===== src/rtl/serial_slt_alu_if.sv =====
// Handshake and operand/result bundle for the serial ADD/SUB/SLT/SLTU unit.
interface serial_slt_alu_if #(
  parameter int WIDTH = 32
);
  logic             start;
  logic [WIDTH-1:0] A;
  logic [WIDTH-1:0] B;
  logic [2:0]       ALUControl;
  logic [WIDTH-1:0] Result;
  logic             LT;
  logic             Overflow;
  logic             CarryOut;
  logic             Zero;
  logic             Illegal;
  logic             busy;
  logic             done;

  modport master (
    output start, A, B, ALUControl,
    input  Result, LT, Overflow, CarryOut, Zero, Illegal, busy, done
  );

  modport slave (
    input  start, A, B, ALUControl,
    output Result, LT, Overflow, CarryOut, Zero, Illegal, busy, done
  );
endinterface


===== src/rtl/serial_slt_alu.sv =====
// Multi-cycle ADD/SUB/SLT/SLTU unit: STEP bits per clock through one shared
// STEP-bit ripple adder, WIDTH/STEP cycles per operation (WIDTH must be a
// multiple of STEP). Start/busy/done handshake, registered results.
module serial_slt_alu #(
  parameter int WIDTH = 32,
  parameter int STEP  = 4
) (
  input logic             clk,
  input logic             reset,
  serial_slt_alu_if.slave bus
);
  localparam int CYCLES = WIDTH / STEP;
  localparam int CW     = (CYCLES > 1) ? $clog2(CYCLES) : 1;

  typedef enum logic {IDLE, RUN} state_t;

  state_t           state_q, state_d;
  logic [CW-1:0]    cnt_q, cnt_d;
  logic [WIDTH-1:0] a_q, a_d;
  logic [WIDTH-1:0] b_q, b_d;      // B already conditionally inverted for SUB/compare
  logic [WIDTH-1:0] sum_q, sum_d;
  logic             carry_q, carry_d;
  logic [2:0]       ctl_q, ctl_d;
  logic [WIDTH-1:0] result_q, result_d;
  logic             lt_q, lt_d;
  logic             ovf_q, ovf_d;
  logic             cout_q, cout_d;
  logic             ill_q, ill_d;
  logic             busy_q, busy_d;
  logic             done_q, done_d;

  logic [STEP:0]    chunk_sum;
  logic             last;
  logic             legal;
  logic             ov_raw;

  // Next-state: operand capture, one chunk addition per RUN cycle, flag/result update on the final chunk
  always_comb begin
    state_d   = state_q;
    cnt_d     = cnt_q;
    a_d       = a_q;
    b_d       = b_q;
    sum_d     = sum_q;
    carry_d   = carry_q;
    ctl_d     = ctl_q;
    result_d  = result_q;
    lt_d      = lt_q;
    ovf_d     = ovf_q;
    cout_d    = cout_q;
    ill_d     = ill_q;
    busy_d    = busy_q;
    done_d    = 1'b0;
    ov_raw    = 1'b0;
    chunk_sum = {1'b0, a_q[cnt_q*STEP +: STEP]}
              + {1'b0, b_q[cnt_q*STEP +: STEP]}
              + {{STEP{1'b0}}, carry_q};
    last      = (cnt_q == CW'(CYCLES - 1));
    legal     = (ctl_q == 3'b000) || (ctl_q == 3'b001) ||
                (ctl_q == 3'b101) || (ctl_q == 3'b111);

    case (state_q)
      IDLE: begin
        if (bus.start) begin
          a_d     = bus.A;
          b_d     = bus.B ^ {WIDTH{bus.ALUControl[0]}};
          carry_d = bus.ALUControl[0];
          ctl_d   = bus.ALUControl;
          cnt_d   = '0;
          busy_d  = 1'b1;
          state_d = RUN;
        end
      end
      RUN: begin
        sum_d[cnt_q*STEP +: STEP] = chunk_sum[STEP-1:0];
        carry_d = chunk_sum[STEP];
        cnt_d   = cnt_q + CW'(1);
        if (last) begin
          // Operands of equal sign (after inversion) whose sum flips sign overflowed
          ov_raw  = ~(a_q[WIDTH-1] ^ b_q[WIDTH-1]) & (sum_d[WIDTH-1] ^ a_q[WIDTH-1]);
          state_d = IDLE;
          busy_d  = 1'b0;
          done_d  = 1'b1;
          if (legal) begin
            cout_d = chunk_sum[STEP];
            ovf_d  = ov_raw & ~ctl_q[1];
            if (ctl_q[2]) begin
              lt_d     = ctl_q[1] ? ~chunk_sum[STEP] : (sum_d[WIDTH-1] ^ ov_raw);
              result_d = {{(WIDTH-1){1'b0}}, lt_d};
            end else begin
              lt_d     = 1'b0;
              result_d = sum_d;
            end
            ill_d = 1'b0;
          end else begin
            result_d = '0;
            lt_d     = 1'b0;
            ovf_d    = 1'b0;
            cout_d   = 1'b0;
            ill_d    = 1'b1;
          end
        end
      end
      default: state_d = IDLE;
    endcase
  end

  // Control and architectural outputs: cleared immediately by reset
  always_ff @(posedge clk or posedge reset) begin
    if (reset) begin
      state_q  <= IDLE;
      busy_q   <= 1'b0;
      done_q   <= 1'b0;
      result_q <= '0;
      lt_q     <= 1'b0;
      ovf_q    <= 1'b0;
      cout_q   <= 1'b0;
      ill_q    <= 1'b0;
    end else begin
      state_q  <= state_d;
      busy_q   <= busy_d;
      done_q   <= done_d;
      result_q <= result_d;
      lt_q     <= lt_d;
      ovf_q    <= ovf_d;
      cout_q   <= cout_d;
      ill_q    <= ill_d;
    end
  end

  // Datapath working registers: always reloaded on acceptance, so no reset needed
  always_ff @(posedge clk) begin
    cnt_q   <= cnt_d;
    a_q     <= a_d;
    b_q     <= b_d;
    sum_q   <= sum_d;
    carry_q <= carry_d;
    ctl_q   <= ctl_d;
  end

  assign bus.Result   = result_q;
  assign bus.LT       = lt_q;
  assign bus.Overflow = ovf_q;
  assign bus.CarryOut = cout_q;
  assign bus.Illegal  = ill_q;
  assign bus.busy     = busy_q;
  assign bus.done     = done_q;
  assign bus.Zero     = (result_q == '0);
endmodule


===== src/flat_wrapper.sv =====
// flat-port wrapper written by rule: the top's interface ports become plain ports
module serial_slt_alu_flat 
#(
  parameter int WIDTH = 32,
  parameter int STEP  = 4
)
  (clk, reset, bus_start, bus_A, bus_B, bus_ALUControl, bus_Result, bus_LT, bus_Overflow, bus_CarryOut, bus_Zero, bus_Illegal, bus_busy, bus_done);
  serial_slt_alu_if #(.WIDTH(WIDTH)) bus_i ();
  input logic clk;
  input logic reset;
  input wire logic [$bits(bus_i.start)-1:0] bus_start;
  input wire logic [$bits(bus_i.A)-1:0] bus_A;
  input wire logic [$bits(bus_i.B)-1:0] bus_B;
  input wire logic [$bits(bus_i.ALUControl)-1:0] bus_ALUControl;
  output wire logic [$bits(bus_i.Result)-1:0] bus_Result;
  output wire logic [$bits(bus_i.LT)-1:0] bus_LT;
  output wire logic [$bits(bus_i.Overflow)-1:0] bus_Overflow;
  output wire logic [$bits(bus_i.CarryOut)-1:0] bus_CarryOut;
  output wire logic [$bits(bus_i.Zero)-1:0] bus_Zero;
  output wire logic [$bits(bus_i.Illegal)-1:0] bus_Illegal;
  output wire logic [$bits(bus_i.busy)-1:0] bus_busy;
  output wire logic [$bits(bus_i.done)-1:0] bus_done;
  assign bus_i.start = bus_start;
  assign bus_i.A = bus_A;
  assign bus_i.B = bus_B;
  assign bus_i.ALUControl = bus_ALUControl;
  assign bus_Result = bus_i.Result;
  assign bus_LT = bus_i.LT;
  assign bus_Overflow = bus_i.Overflow;
  assign bus_CarryOut = bus_i.CarryOut;
  assign bus_Zero = bus_i.Zero;
  assign bus_Illegal = bus_i.Illegal;
  assign bus_busy = bus_i.busy;
  assign bus_done = bus_i.done;
  serial_slt_alu #(.WIDTH(WIDTH), .STEP(STEP)) u_core (.clk(clk), .reset(reset), .bus(bus_i));
endmodule

===== config.mk =====
export PLATFORM = sky130hd
export DESIGN_NAME = serial_slt_alu_flat
export DESIGN_NICKNAME = d
export VERILOG_FILES = /design/src/rtl/serial_slt_alu_if.sv /design/src/rtl/serial_slt_alu.sv /design/src/flat_wrapper.sv
export SDC_FILE = /design/constraint.sdc
export NUM_CORES = 1
export LEC_CHECK = 0
export BUFFER_PORTS_ARGS = -buffer_cell sky130_fd_sc_hd__buf_2
export CAP_MARGIN = 20
export CORE_MARGIN = 5
export CORE_UTILIZATION = 60
export DETAILED_ROUTE_END_ITERATION = 7
export PLACE_DENSITY = 0.85
export SLEW_MARGIN = 20
export SYNTH_ARGS = -nofsm -noshare
export SYNTH_HDL_FRONTEND = slang
export SYNTH_SLANG_ARGS = --single-unit

===== constraint.sdc =====
create_clock -name clk -period 11.4 [get_ports clk]
set_input_delay 1.14 -clock clk [delete_from_list [all_inputs] [get_ports clk]]
set_output_delay 1.14 -clock clk [all_outputs]
set_load 0.02 [all_outputs]

Word-level counts from Yosys, hierarchy flattened
Index checks and enable logic that the tools add are counted.
{"block": "totals", "in_bits": 70, "output_inout_bits": 39, "reg_bits": 142, "word_cells": 67}
{"block": "classes", "n_mux": 21, "n_reduce_logical": 8, "n_shift": 4, "addsub": 4, "bitwise_logic": 10, "n_eq_ne": 6}
{"cell": "2-to-1 mux 32 bit", "count": 2}
{"cell": "indexed part select 32 x 6 -> 4 bit", "count": 2}
{"cell": "negation 5 -> 34 bit", "count": 1}
{"cell": "variable shift 4 x 34 -> 32 bit (first input constant)", "count": 1}
{"cell": "indexed part select 4 x 34 -> 32 bit", "count": 1}
{"cell": "bitwise mux 32 bit", "count": 1}
{"cell": "zero test 32 bit", "count": 1}
{"cell": "XOR 32 bit", "count": 1}
{"cell": "2-to-1 mux 1 bit", "count": 13}
{"cell": "== test 3 bit (second input constant)", "count": 3}
{"cell": "one-hot mux 1 bit (2 select lines)", "count": 3}
{"cell": "one-hot mux 3 bit (2 select lines)", "count": 1}
{"cell": "AND reduction 2 bit", "count": 3}
{"cell": "adder 4 x 4 -> 5 bit", "count": 1}
{"cell": "adder 5 x 1 -> 5 bit", "count": 1}
{"cell": "inequality test 2 bit (second input constant)", "count": 2}
{"cell": "inverter 1 bit", "count": 4}
{"cell": "adder 3 x 1 -> 3 bit (second input constant)", "count": 1}
{"cell": "== test 3 x 1 -> 1 bit (second input constant)", "count": 1}
{"cell": "zero test 3 bit", "count": 1}
{"cell": "logical OR 1 bit", "count": 3}
{"cell": "2-to-1 mux 3 bit", "count": 1}
{"cell": "XOR 1 bit", "count": 3}
{"cell": "AND 1 bit", "count": 2}

Depth between registers and ports, before layout
Gate-level depths: netlist of the first run.
{"block": "depth", "depth_word": 11, "ltp_mapped": 13, "ltp_nobuf": 10}

Least setup slack after synthesis of the first run
No wires, ideal clock.
{"block": "synth_timing", "kind": "input port to flip-flop", "start": "in bus_start", "end": "reg u_core.a_q[0], enable pin", "cell_stages": 1, "setup_ns": 0.501, "required_time_ns": 10.899, "path_buffers": 0, "slack_ns": 6.785, "arrival_ns": 4.114, "path_cell_list": "nor2b_1"}
{"block": "synth_via", "elab_chain_cells": 1}
{"item": "start: declaration", "line": "flat_wrapper.sv:11", "rtl": "input wire logic [$bits(bus_i.start)-1:0] bus_start;"}
{"item": "AND reduction 2 bit (no source line)"}
{"item": "end signal: assignment", "line": "serial_slt_alu.sv:133", "rtl": "a_q <= a_d;"}
{"item": "end: declaration", "line": "serial_slt_alu.sv:19", "rtl": "logic [WIDTH-1:0] a_q, a_d;"}
No other way between the ends.
A chain may end at the register's enable or synchronous reset.

Worst setup path in the final report of the first run
{"block": "layout_timing", "start": "reg u_core.cnt_q[0]", "end": "reg u_core.result_q[30] (netlist: u_core.bus.Result[30])"}
{"block": "layout_via", "elab_chain_cells": 7, "word_cells_on_any_way": 12, "cone_classes": "add/sub (3); eq/ne (1); shift (4); mux (3); reduce/logical (1)"}
{"item": "start: declaration", "line": "serial_slt_alu.sv:18", "rtl": "logic [CW-1:0] cnt_q, cnt_d;"}
{"item": "start signal: assignment", "line": "serial_slt_alu.sv:132", "rtl": "cnt_q <= cnt_d;"}
{"item": "indexed part select 32 x 6 -> 4 bit (on tied branches)", "line": "serial_slt_alu.sv:54, serial_slt_alu.sv:55"}
{"item": "adder 4 x 4 -> 5 bit", "line": "serial_slt_alu.sv:55", "rtl": "+ {1'b0, b_q[cnt_q*STEP +: STEP]}"}
{"item": "adder 5 x 1 -> 5 bit", "line": "serial_slt_alu.sv:56", "rtl": "+ {{STEP{1'b0}}, carry_q};"}
{"item": "indexed part select 4 x 34 -> 32 bit", "line": "serial_slt_alu.sv:74", "rtl": "sum_d[cnt_q*STEP +: STEP] = chunk_sum[STEP-1:0];"}
{"item": "bitwise mux 32 bit", "line": "serial_slt_alu.sv:74"}
{"item": "2-to-1 mux 32 bit", "line": "serial_slt_alu.sv:86", "rtl": "if (ctl_q[2]) begin"}
{"item": "2-to-1 mux 32 bit", "line": "serial_slt_alu.sv:83", "rtl": "if (legal) begin"}
{"item": "end signal: assignment", "line": "serial_slt_alu.sv:122", "rtl": "result_q <= result_d;"}
{"item": "end: declaration", "line": "serial_slt_alu.sv:24", "rtl": "logic [WIDTH-1:0] result_q, result_d;"}
Parallel ways exist; a longest one is shown, timed or not.

==> flow_metrics.tcl, run 1 <==
set metrics [dict create \
    critPathMaxStageDelay_ps 540 \
    synth_top_family_by_area "compound AO/OA/AOI/OAI gates" \
    routedWlPerCell_um 19.6 \
    grt_pass1_wl_um 21600 \
    cp.buffers_inverters 2 \
    place_ws_ps 7970 \
    run_status "finished, final reports clean" \
    post-route-cell-area_um2 7490 \
    clk_root_buffer_cell "sky130_fd_sc_hd__clkbuf_8" \
    htreeDepth 4 \
    worstSkewPairLatency_ps 510 \
    drt_first_pass_iters 7 \
    port_buffers 108 \
    worst_slew_pin_slew_ps 917 \
    synth_area_in_compound_gates 0.0868 \
    yosys.area_share.adder 0.0206 \
    synth.mux.area_fraction 0.0834 \
    sum_of_internal_switching_and_leakage_power_w 0.00240 \
    grt_antenna_before_repair 0 \
    route.final.wire_length_um 13300 \
    cp_data_arrival_time_ps 3870 \
    n_fill_cell 646 \
    yosys_warnings 0 \
    globalplace.congestion 0.841 \
    post_route_cells_drive_above_1_share 0.346 \
    grt_max_degree 41 \
    mapped_cells 417 \
    tritoncts_clock_tree "built" \
    post_cts.resized_instances 0 \
    first_global_vias 4190 \
    fmax_mhz 289 \
    core_region_area_um2 10200 \
    clkTransAtPathRegs_ps 60 \
    synthesized_area_per_cell_um2 14.9 \
    cp_num_cells 11 \
    cts_sinks 142 \
    final_period_minus_worst_setup_slack_ps 3470 \
    layout.nets 607 \
    grt_setup_unrepaired "no" \
    yosysTopAreaCell "sky130_fd_sc_hd__edfxtp_1" \
    synth_enable_flop_cells 103 \
    post_dp_hpwl_um 8880 \
    maxCapViolCount 0 \
    seq_area_frac_synth 0.655 \
    end_kind "register" \
    ys_seq_elements 142 \
    timing.critical_path.max_delay_family "multiplexers" \
    routed_via_density 5.92 \
    fin_hold_ws_ps 512 \
    final_critical_path_setup_slack_ps 7930 \
    cts_made_buffers 17 \
    core.rowCount 37 \
    min_period_over_period 0.304 \
    design.portCount 109 \
    cts_buffer_depth 2 \
    timing.hold.worst.class "register to register" \
    nature_of_the_critical_path_startpoint "register" \
    setup.worst_path.class "register to register" \
    die_y_um 112 \
    post-synth-top-area-fraction 0.498 \
    ys.flop_type "sky130_fd_sc_hd__edfxtp_1" \
    yosys.cell_types.count 50 \
    start_util 0.607 \
    post_synth_instance_area_um2 6210 \
    vias 4006 \
    global_route.usage.total 0.222 \
    fin_tns_setup_ps 0 \
    cellLeakagePower_nw 3.14 \
    postPlaceCellArea_um2 6890 \
    synthTopCellsByArea "sky130_fd_sc_hd__edfxtp_1, sky130_fd_sc_hd__dfrtp_1, sky130_fd_sc_hd__mux4_2" \
    crit_fanout 19 \
    grt_remaining_overflow 0 \
    worst_ir_drop_vdd_v 0.000169 \
    async_set_reset_flop_share_out_of_synthesis 0.275 \
    crit_path_top_delay_cell "sky130_fd_sc_hd__mux4_2" \
    final_antenna_net_count 0 \
    post_synth_xor_area_fraction 0.0465 \
    setup_viol_count_final 0 \
    worst_reg2reg_path_length_in_cells 11 \
    flow.area_growth_from_synthesis_pct 20.6 \
    drc_errors 0 \
    postCtsSetupBuffers 0 \
    worst_clock_skew_ps 6.95 \
    timing.critical_path.cells "buf_4, mux4_2, nand2_1, nand2_1, fa_1, inv_1, fa_1, xor2_1, nor3_1, mux2_2, a22o_1" \
    dieArea_um2 12500 \
    slew-limit-headroom 0.387 \
    hold-path-cell-count 2 \
    final-hold-violation-count 0 \
    die_w_um 112 \
    first_iter_violations 289 \
    antennaDiodeCount 0 \
    synth-simple-area-share 0.0864 \
    reg2reg_slack_ps 7930 \
    synth_fp_nets 496 \
    crit_required_ps 11800 \
    hold_buffers 0 \
    power_per_cell_area_nw_per_um2 321 \
    slew_viol_final 0 \
]
cell type report:
type	count	area, µm²	area share
Multi-Input combinational cell	242	2020	0.270
Sequential cell	142	4070	0.543
Tap cell	136	170	0.0227
Inverter	11	41.3	0.00551
Clock buffer	22	495	0.0661
Timing Repair Buffer	114	586	0.0782
Clock inverter	10	106	0.0142
per-stage QoR:
step	instances	util
4_1_cts	677	0.732
5_1_grt	677	0.732
6_report	677	0.732
3_5_place_dp	645	0.673
3_3_place_gp	645	0.673
2_1_floorplan	417	-
per-layer routing:
layer  GRT usage  part of all wire  vias up  wire (µm)
met1       0.290              0.40     1994       5330
met4      0.0641             0.014        0        180
met5           0                 0        -          0
li1            -                 -     1818          -
met2       0.372              0.51      175       6740
met3      0.0560             0.075       19        997
worst min-delay path, cell delays in order (launching register included):
cell and delay (ps):
sky130_fd_sc_hd__dfrtp_1 360, sky130_fd_sc_hd__nand2_1 60, sky130_fd_sc_hd__o31ai_1 60
registers in the layout, summed over array words and instances (netlist names):
name                 flops
u_core.a_q              32
u_core.b_q              32
u_core.bus.CarryOut      1
u_core.bus.Illegal       1
u_core.bus.LT            1
u_core.bus.Overflow      1
u_core.bus.Result       32
u_core.bus.busy          1
u_core.bus.done          1
u_core.carry_q           1
u_core.cnt_q             3
u_core.ctl_q             3
u_core.state_q           1
u_core.sum_q            32
placed cells by master, fill, tap and decap left out, drive strengths merged, types with 3 or more instances in the layout:
master / count
nor2: 13
inv: 10
dfrtp: 39
clkbuf: 22
mux2: 14
nor2b: 4
or3: 3
o31ai: 9
a21oi: 4
ha: 7
nor4: 9
edfxtp: 103
o41ai: 4
o21ai: 14
xor2: 33
or2: 5
buf: 114
and2: 7
mux4: 16
clkinv: 8
nand2: 39
nor3: 5
a22o: 31
synth_stat cells (2+ instances only):
cell and instances:
sky130_fd_sc_hd__nor2b_1 4, sky130_fd_sc_hd__o21ai_1 2, sky130_fd_sc_hd__or2_2 4, sky130_fd_sc_hd__nor4_1 9, sky130_fd_sc_hd__o31ai_1 8, sky130_fd_sc_hd__a22o_1 31
sky130_fd_sc_hd__mux4_2 16, sky130_fd_sc_hd__nand4_1 2, sky130_fd_sc_hd__clkbuf_1 15, sky130_fd_sc_hd__nor3_1 5, sky130_fd_sc_hd__nor2_1 13, sky130_fd_sc_hd__ha_1 7
sky130_fd_sc_hd__fa_1 2, sky130_fd_sc_hd__and2_1 6, sky130_fd_sc_hd__xor2_1 33, sky130_fd_sc_hd__o41ai_1 2, sky130_fd_sc_hd__dfrtp_1 39, sky130_fd_sc_hd__nand2_1 39
sky130_fd_sc_hd__mux2_2 14, sky130_fd_sc_hd__o21ai_0 12, sky130_fd_sc_hd__nand3_1 2, sky130_fd_sc_hd__or4_1 2, sky130_fd_sc_hd__buf_2 4, sky130_fd_sc_hd__edfxtp_1 103
sky130_fd_sc_hd__o41ai_2 2, sky130_fd_sc_hd__nor4b_1 2, sky130_fd_sc_hd__nand4bb_1 2, sky130_fd_sc_hd__buf_1 2, sky130_fd_sc_hd__inv_1 10, sky130_fd_sc_hd__or3_1 2
sky130_fd_sc_hd__a21oi_1 4
power by group:
part | switching (W) | leakage [nW] | total (W) | internal, W
logic | 0.000598 | 1.33 | 0.000963 | 0.000365
clock network | 0.000203 | 0.301 | 0.000550 | 0.000347
registers | 0.000112 | 1.51 | 0.000892 | 0.000781
total | 0.000912 | 3.14 | 0.00240 | 0.00149
cells by family (layout without fill, tap and decap cells):
logic type	count (synthesis)	after routing
adder cells (fa/ha/maj)	9	9
flip-flops	142	142
XOR/XNOR	33	33
multiplexers	30	30
buffers and inverters	33	157
AO/OA/AOI/OAI	69	69
AND/OR/NAND/NOR	101	101
path summary, 6_finish.rpt:
path,from,to
max in group asynchronous,reset,u_core.bus.Result[10]
hold reg to reg,u_core.bus.CarryOut,u_core.bus.CarryOut
setup reg to reg,u_core.cnt_q[0],u_core.bus.Result[30]
hold / removal,u_core.bus.CarryOut,u_core.bus.CarryOut
min in group asynchronous,reset,u_core.bus.Result[24]
setup / recovery,u_core.cnt_q[0],u_core.bus.Result[30]
(Power assumes the default switching activity.)
==> inputs of run 2 (changes only) <==
- CORE_UTILIZATION: 60 -> 56
- PLACE_DENSITY: 0.85 -> 0.8
- clock period: 11.4 -> 3.3 ns (I/O delays scaled with it)
==> flow_metrics.tcl, run 2 (same netlist as run 1, synthesis figures left out) <==
set metrics [dict create \
    layout_common_cells "sky130_fd_sc_hd__buf_2, sky130_fd_sc_hd__edfxtp_1, sky130_fd_sc_hd__nand2_1, sky130_fd_sc_hd__dfrtp_1, sky130_fd_sc_hd__dlygate4sd3_1" \
    grt_pass1_wl_um 22800 \
    core.rowCount 38 \
    first_global_vias 4296 \
    worst_reg2reg_path_length_in_cells 11 \
    rr_startpoint "u_core.cnt_q[0]" \
    crit_fanout 27 \
    first_iter_violations 381 \
    routed_via_density 5.72 \
    global_route.usage.total 0.228 \
    p_sw_frac 0.378 \
    reg2reg_slack_ps 250 \
    fin_hold_ws_ps 103 \
    slew_viol_final 0 \
    port_buffers 108 \
    final_period_minus_worst_setup_slack_ps 3050 \
    worst_clock_skew_ps 12.2 \
    final_critical_path_setup_slack_ps 252 \
    run_status "finished, final reports clean" \
    core_region_area_um2 10800 \
    design.portCount 109 \
    timing.rr.end "u_core.bus.Result[30]" \
    clockPowerShare 0.240 \
    timing.hold.worst.class "input pin to register" \
    grt_max_degree 40 \
    htreeDepth 4 \
    power_share_of_the_combinational_group 0.408 \
    tritoncts_clock_tree "built" \
    cp_data_arrival_time_ps 3460 \
    post_route_cells_drive_above_1_share 0.334 \
    worstSkewPairLatency_ps 530 \
    dieArea_um2 13300 \
    start_util 0.573 \
    cts_buffer_depth 2 \
    nature_of_the_critical_path_startpoint "register" \
    place_ws_ps 208 \
    post_dp_hpwl_um 9120 \
    drt_first_pass_iters 4 \
    worst_slew_pin_slew_ps 894 \
    maxCapViolCount 0 \
    flow.area_growth_from_synthesis_pct 28.1 \
    power_per_cell_area_nw_per_um2 1070 \
    timing.critical_path.cells "buf_12, mux4_2, nand2_1, nand2_1, fa_1, inv_1, fa_1, xor2_2, nor3_1, mux2_2, a22o_1" \
    critical_path.startpoint "u_core.cnt_q[0]" \
    die_w_um 115 \
    power.share.sequential 0.352 \
    cellInternalPower_w 0.00532 \
    place.detailed.instances 654 \
    setup_viol_count_final 0 \
    cts_sinks 142 \
    clkTransAtPathRegs_ps 70 \
    die_y_um 115 \
    fmax_mhz 328 \
    crit_path_top_delay_cell "sky130_fd_sc_hd__mux4_2" \
    vias 4125 \
    layout.nets 647 \
    final-hold-violation-count 0 \
    globalplace.congestion 0.788 \
    p_sw_w 0.00323 \
    crit_path_end "u_core.bus.Result[30]" \
    setup.worst_path.class "register to register" \
    grt_setup_unrepaired "no" \
    cts_made_buffers 17 \
    grt_remaining_overflow 0 \
    final_antenna_net_count 0 \
    grt_antenna_before_repair 0 \
    drc_errors 0 \
    finish.cell_count_without_fillers 721 \
    min_period_over_period 0.924 \
    cellLeakagePower_nw 3.34 \
    route.final.wire_length_um 14000 \
    clk_root_buffer_cell "sky130_fd_sc_hd__clkbuf_8" \
    critPathMaxStageDelay_ps 570 \
    most_frequent_standard_cell_in_the_layout_excluding_fill_and_tap_cells "sky130_fd_sc_hd__buf_2" \
    hold-path-cell-count 2 \
    worst_ir_drop_vdd_v 0.000569 \
    fin_tns_setup_ps 0 \
    slew-limit-headroom 0.404 \
    end_kind "register" \
    antennaDiodeCount 0 \
    crit_required_ps 3710 \
    routedWlPerCell_um 19.4 \
]
-- run 2: cell types whose count changed in the layout (fill, tap and decap cells not counted), sizes merged --
cell / delta
dlygate4sd3: +35
clkinv: -3
clkbuf: -1
clkinvlp: -1
inv: +5
buf: +5
-- run 2: worst min-delay path by stage --
stage                          from                    end  slack, ps
final                      bus_B[3]          u_core.b_q[3]        100
after global routing      bus_B[28]         u_core.b_q[28]         90
after CTS                  bus_B[3]          u_core.b_q[3]         80
after detailed placement      reset   u_core.bus.Result[2]        480
after global placement        reset  u_core.bus.Result[29]        480
after floorplan            bus_A[0]          u_core.a_q[0]        430
-- run 2: stage by stage --
| stage | total power [W] | area (µm²) | util |
|---|---|---|---|
| after floorplan | 0.00536 | 6210 | - |
| after global placement | 0.00629 | 6940 | 0.641 |
| after detailed placement | 0.00643 | 6940 | 0.641 |
| after CTS | 0.00854 | 7950 | 0.733 |
| after global routing | 0.00903 | 7950 | 0.734 |
| final | 0.00854 | 7950 | 0.734 |
-- run 2: cell type report --
cell class | count | area (µm²)
flip-flops and latches | 142 | 4070
fillers | 668 | 2890
multi-input cells | 242 | 2030
repair buffers | 154 | 986
clock buffers | 21 | 514
well taps | 140 | 175
clock inverters | 11 | 136
inverters | 11 | 41.3
-- run 2: critical path: cells and delay by family, from the launching register on --
kind	cells	cell delay [ps]
buffers and inverters	2	300
AO/OA/AOI/OAI	1	210
AND/OR/NAND/NOR	3	310
XOR/XNOR	1	240
multiplexers	2	870
flip-flops	1	370
adder cells (fa/ha/maj)	2	630
-- run 2: layer usage --
metal / wire, µm / part of all wire / global-route usage
met1: 5780 / 0.41 / 0.301
met2: 7120 / 0.51 / 0.374
met3: 794 / 0.057 / 0.0532
met4: 289 / 0.021 / 0.0782
met5: 0 / 0 / 0
-- run 2: power groups by stage --
stage               registers, W  clock network, W  logic, W
floorplan                0.00322                 0   0.00215
global placement         0.00300                 0   0.00329
detailed placement       0.00303                 0   0.00339
CTS                      0.00301           0.00206   0.00347
global route             0.00306           0.00215   0.00382
finish                   0.00301           0.00205   0.00349
-- run 2: repair_timing --
action | in CTS | in global routing
setup endpoints to repair | 0 | 4
resized for setup | 0 | 1
buffers inserted | 0 | 0
hold endpoints to repair | 73 | 0
hold buffers | 35 | 0
==> inputs of run 3 (changes only) <==
- clock period: 3.3 -> 3.4 ns (I/O delays scaled with it)
==> flow_metrics.tcl, run 3 (same netlist as run 1, synthesis figures left out) <==
set metrics [dict create \
    layout.nets 650 \
    critPathMaxStageDelay_ps 570 \
    drc_errors 0 \
    crit_path_top_delay_cell "sky130_fd_sc_hd__mux4_2" \
    global_route.usage.total 0.221 \
    post_dp_hpwl_um 9080 \
    first_iter_violations 403 \
    routedWlPerCell_um 19.0 \
    flow.area_growth_from_synthesis_pct 28.0 \
    layout_common_cells "sky130_fd_sc_hd__buf_2, sky130_fd_sc_hd__edfxtp_1, sky130_fd_sc_hd__nand2_1, sky130_fd_sc_hd__dfrtp_1, sky130_fd_sc_hd__dlygate4sd3_1" \
    multi_input_area_um2 2030 \
    design.portCount 109 \
    core_region_area_um2 10800 \
    clk_root_buffer_cell "sky130_fd_sc_hd__clkbuf_8" \
    grt_setup_unrepaired "no" \
    crit_required_ps 3870 \
    antennaDiodeCount 0 \
    final_period_minus_worst_setup_slack_ps 3190 \
    maxCapViolCount 0 \
    core.rowCount 38 \
    die_y_um 115 \
    min_period_over_period 0.939 \
    end_kind "register" \
    cp_data_arrival_time_ps 3660 \
    sequential_cell_area_um2 4070 \
    die_w_um 115 \
    cts_buffer_depth 2 \
    dieArea_um2 13300 \
    setup_viol_count_final 0 \
    worst_slew_pin_slew_ps 903 \
    run_status "finished, final reports clean" \
    cts_made_buffers 17 \
    slew-limit-headroom 0.398 \
    nature_of_the_critical_path_startpoint "register" \
    cts_sinks 142 \
    final_antenna_net_count 0 \
    worst_reg2reg_path_length_in_cells 11 \
    cellLeakagePower_nw 3.33 \
    post_route_cells_drive_above_1_share 0.336 \
    worst_ir_drop_vdd_v 0.000535 \
    grt_pass1_wl_um 22200 \
    grt_antenna_before_repair 0 \
    worstSkewPairLatency_ps 530 \
    post_layout_util 0.733 \
    routed_via_density 5.70 \
    hold-path-cell-count 2 \
    crit_fanout 14 \
    port_buffers 108 \
    clkTransAtPathRegs_ps 70 \
    timing.hold.worst.class "input pin to register" \
    n_fill_cell 662 \
    slew_viol_final 0 \
    route.final.wire_length_um 13800 \
    grt_max_degree 40 \
    final-hold-violation-count 0 \
    power_per_cell_area_nw_per_um2 1040 \
    fin_tns_setup_ps 0 \
    globalplace.congestion 0.822 \
    vias 4126 \
    first_global_vias 4382 \
    htreeDepth 4 \
    timing.critical_path.cells "buf_4, mux4_2, nand2_1, nand2_1, fa_1, inv_1, fa_1, xor2_2, nor3_1, mux2_2, a22o_1" \
    most_frequent_standard_cell_in_the_layout_excluding_fill_and_tap_cells "sky130_fd_sc_hd__buf_2" \
    tritoncts_clock_tree "built" \
    fmax_mhz 313 \
    setup.worst_path.class "register to register" \
    drt_first_pass_iters 5 \
    start_util 0.573 \
    grt_remaining_overflow 0 \
    worst_clock_skew_ps 10.6 \
]
==> run 3: changes by cell type in the layout (fill, tap and decap cells not counted), sizes merged <==
cell / change
clkinv: +2
clkinvlp: +2
clkbuf: -4
buf: +3
bufinv: +2
inv: -2
==> run 3: repair_timing <==
| action | in CTS | in global routing |
|---|---|---|
| endpoints found under the hold margin | 73 | 0 |
| buffers inserted | 0 | 3 |
| resized for setup | 0 | 1 |
| endpoints found under the setup margin | 0 | 5 |
| hold buffers | 35 | 0 |
==> run 3: per-stage QoR <==
step           hold WS, ps  setup WS, ps  power [W]  cell area, µm²  cells
3_5_place_dp           477           178    0.00624            6930    654
6_report               105           206    0.00830            7950    724
4_1_cts               80.5           135    0.00824            7910    721
3_3_place_gp           480           182    0.00611            6930    654
5_1_grt               92.8          3.61    0.00874            7950    724
2_1_floorplan          439          97.8    0.00520            6210    417
==> run 3: report_power, final <==
part           leakage (nW)  switching, W  internal, W  total [W]
combinational          1.52       0.00210      0.00133    0.00343
sequential             1.51      0.000300      0.00261    0.00291
clock                 0.298      0.000752      0.00120    0.00196
==> run 3: final timing paths <==
check                                        end  slack (ps)            start
max in group asynchronous  u_core.bus.Result[18]        2530            reset
max reg2reg                u_core.bus.Result[14]         210  u_core.cnt_q[0]
max                        u_core.bus.Result[14]         210  u_core.cnt_q[0]
min reg2reg                        u_core.bus.LT         490    u_core.bus.LT
min                               u_core.b_q[25]         100        bus_B[25]
min in group asynchronous  u_core.bus.Result[29]         470            reset
==> run 3: area by class of cell <==
type                            count  area share
Clock buffer                       17      0.0521
Clock inverter                     15      0.0266
Inverter                           11     0.00519
Multi-Input combinational cell    242       0.255
Sequential cell                   142       0.512
Tap cell                          140      0.0220
Timing Repair Buffer              157       0.127
==> run 3: critical path: cells and delay by family, from the launching register on <==
family                   cells  cell delay, ps
XOR/XNOR                     1             130
AND/OR/NAND/NOR              3             610
flip-flops                   1             360
adder cells (fa/ha/maj)      2             650
buffers and inverters        2             380
AO/OA/AOI/OAI                1             130
multiplexers                 2             850
==> run 3: layer usage <==
metal | global-route usage | part of all wire | vias up
li1 | - | - | 1908
met1 | 0.271 | 0.40 | 2046
met2 | 0.381 | 0.52 | 149
met3 | 0.0563 | 0.056 | 23
met4 | 0.0767 | 0.018 | 0
met5 | 0 | 0 | -
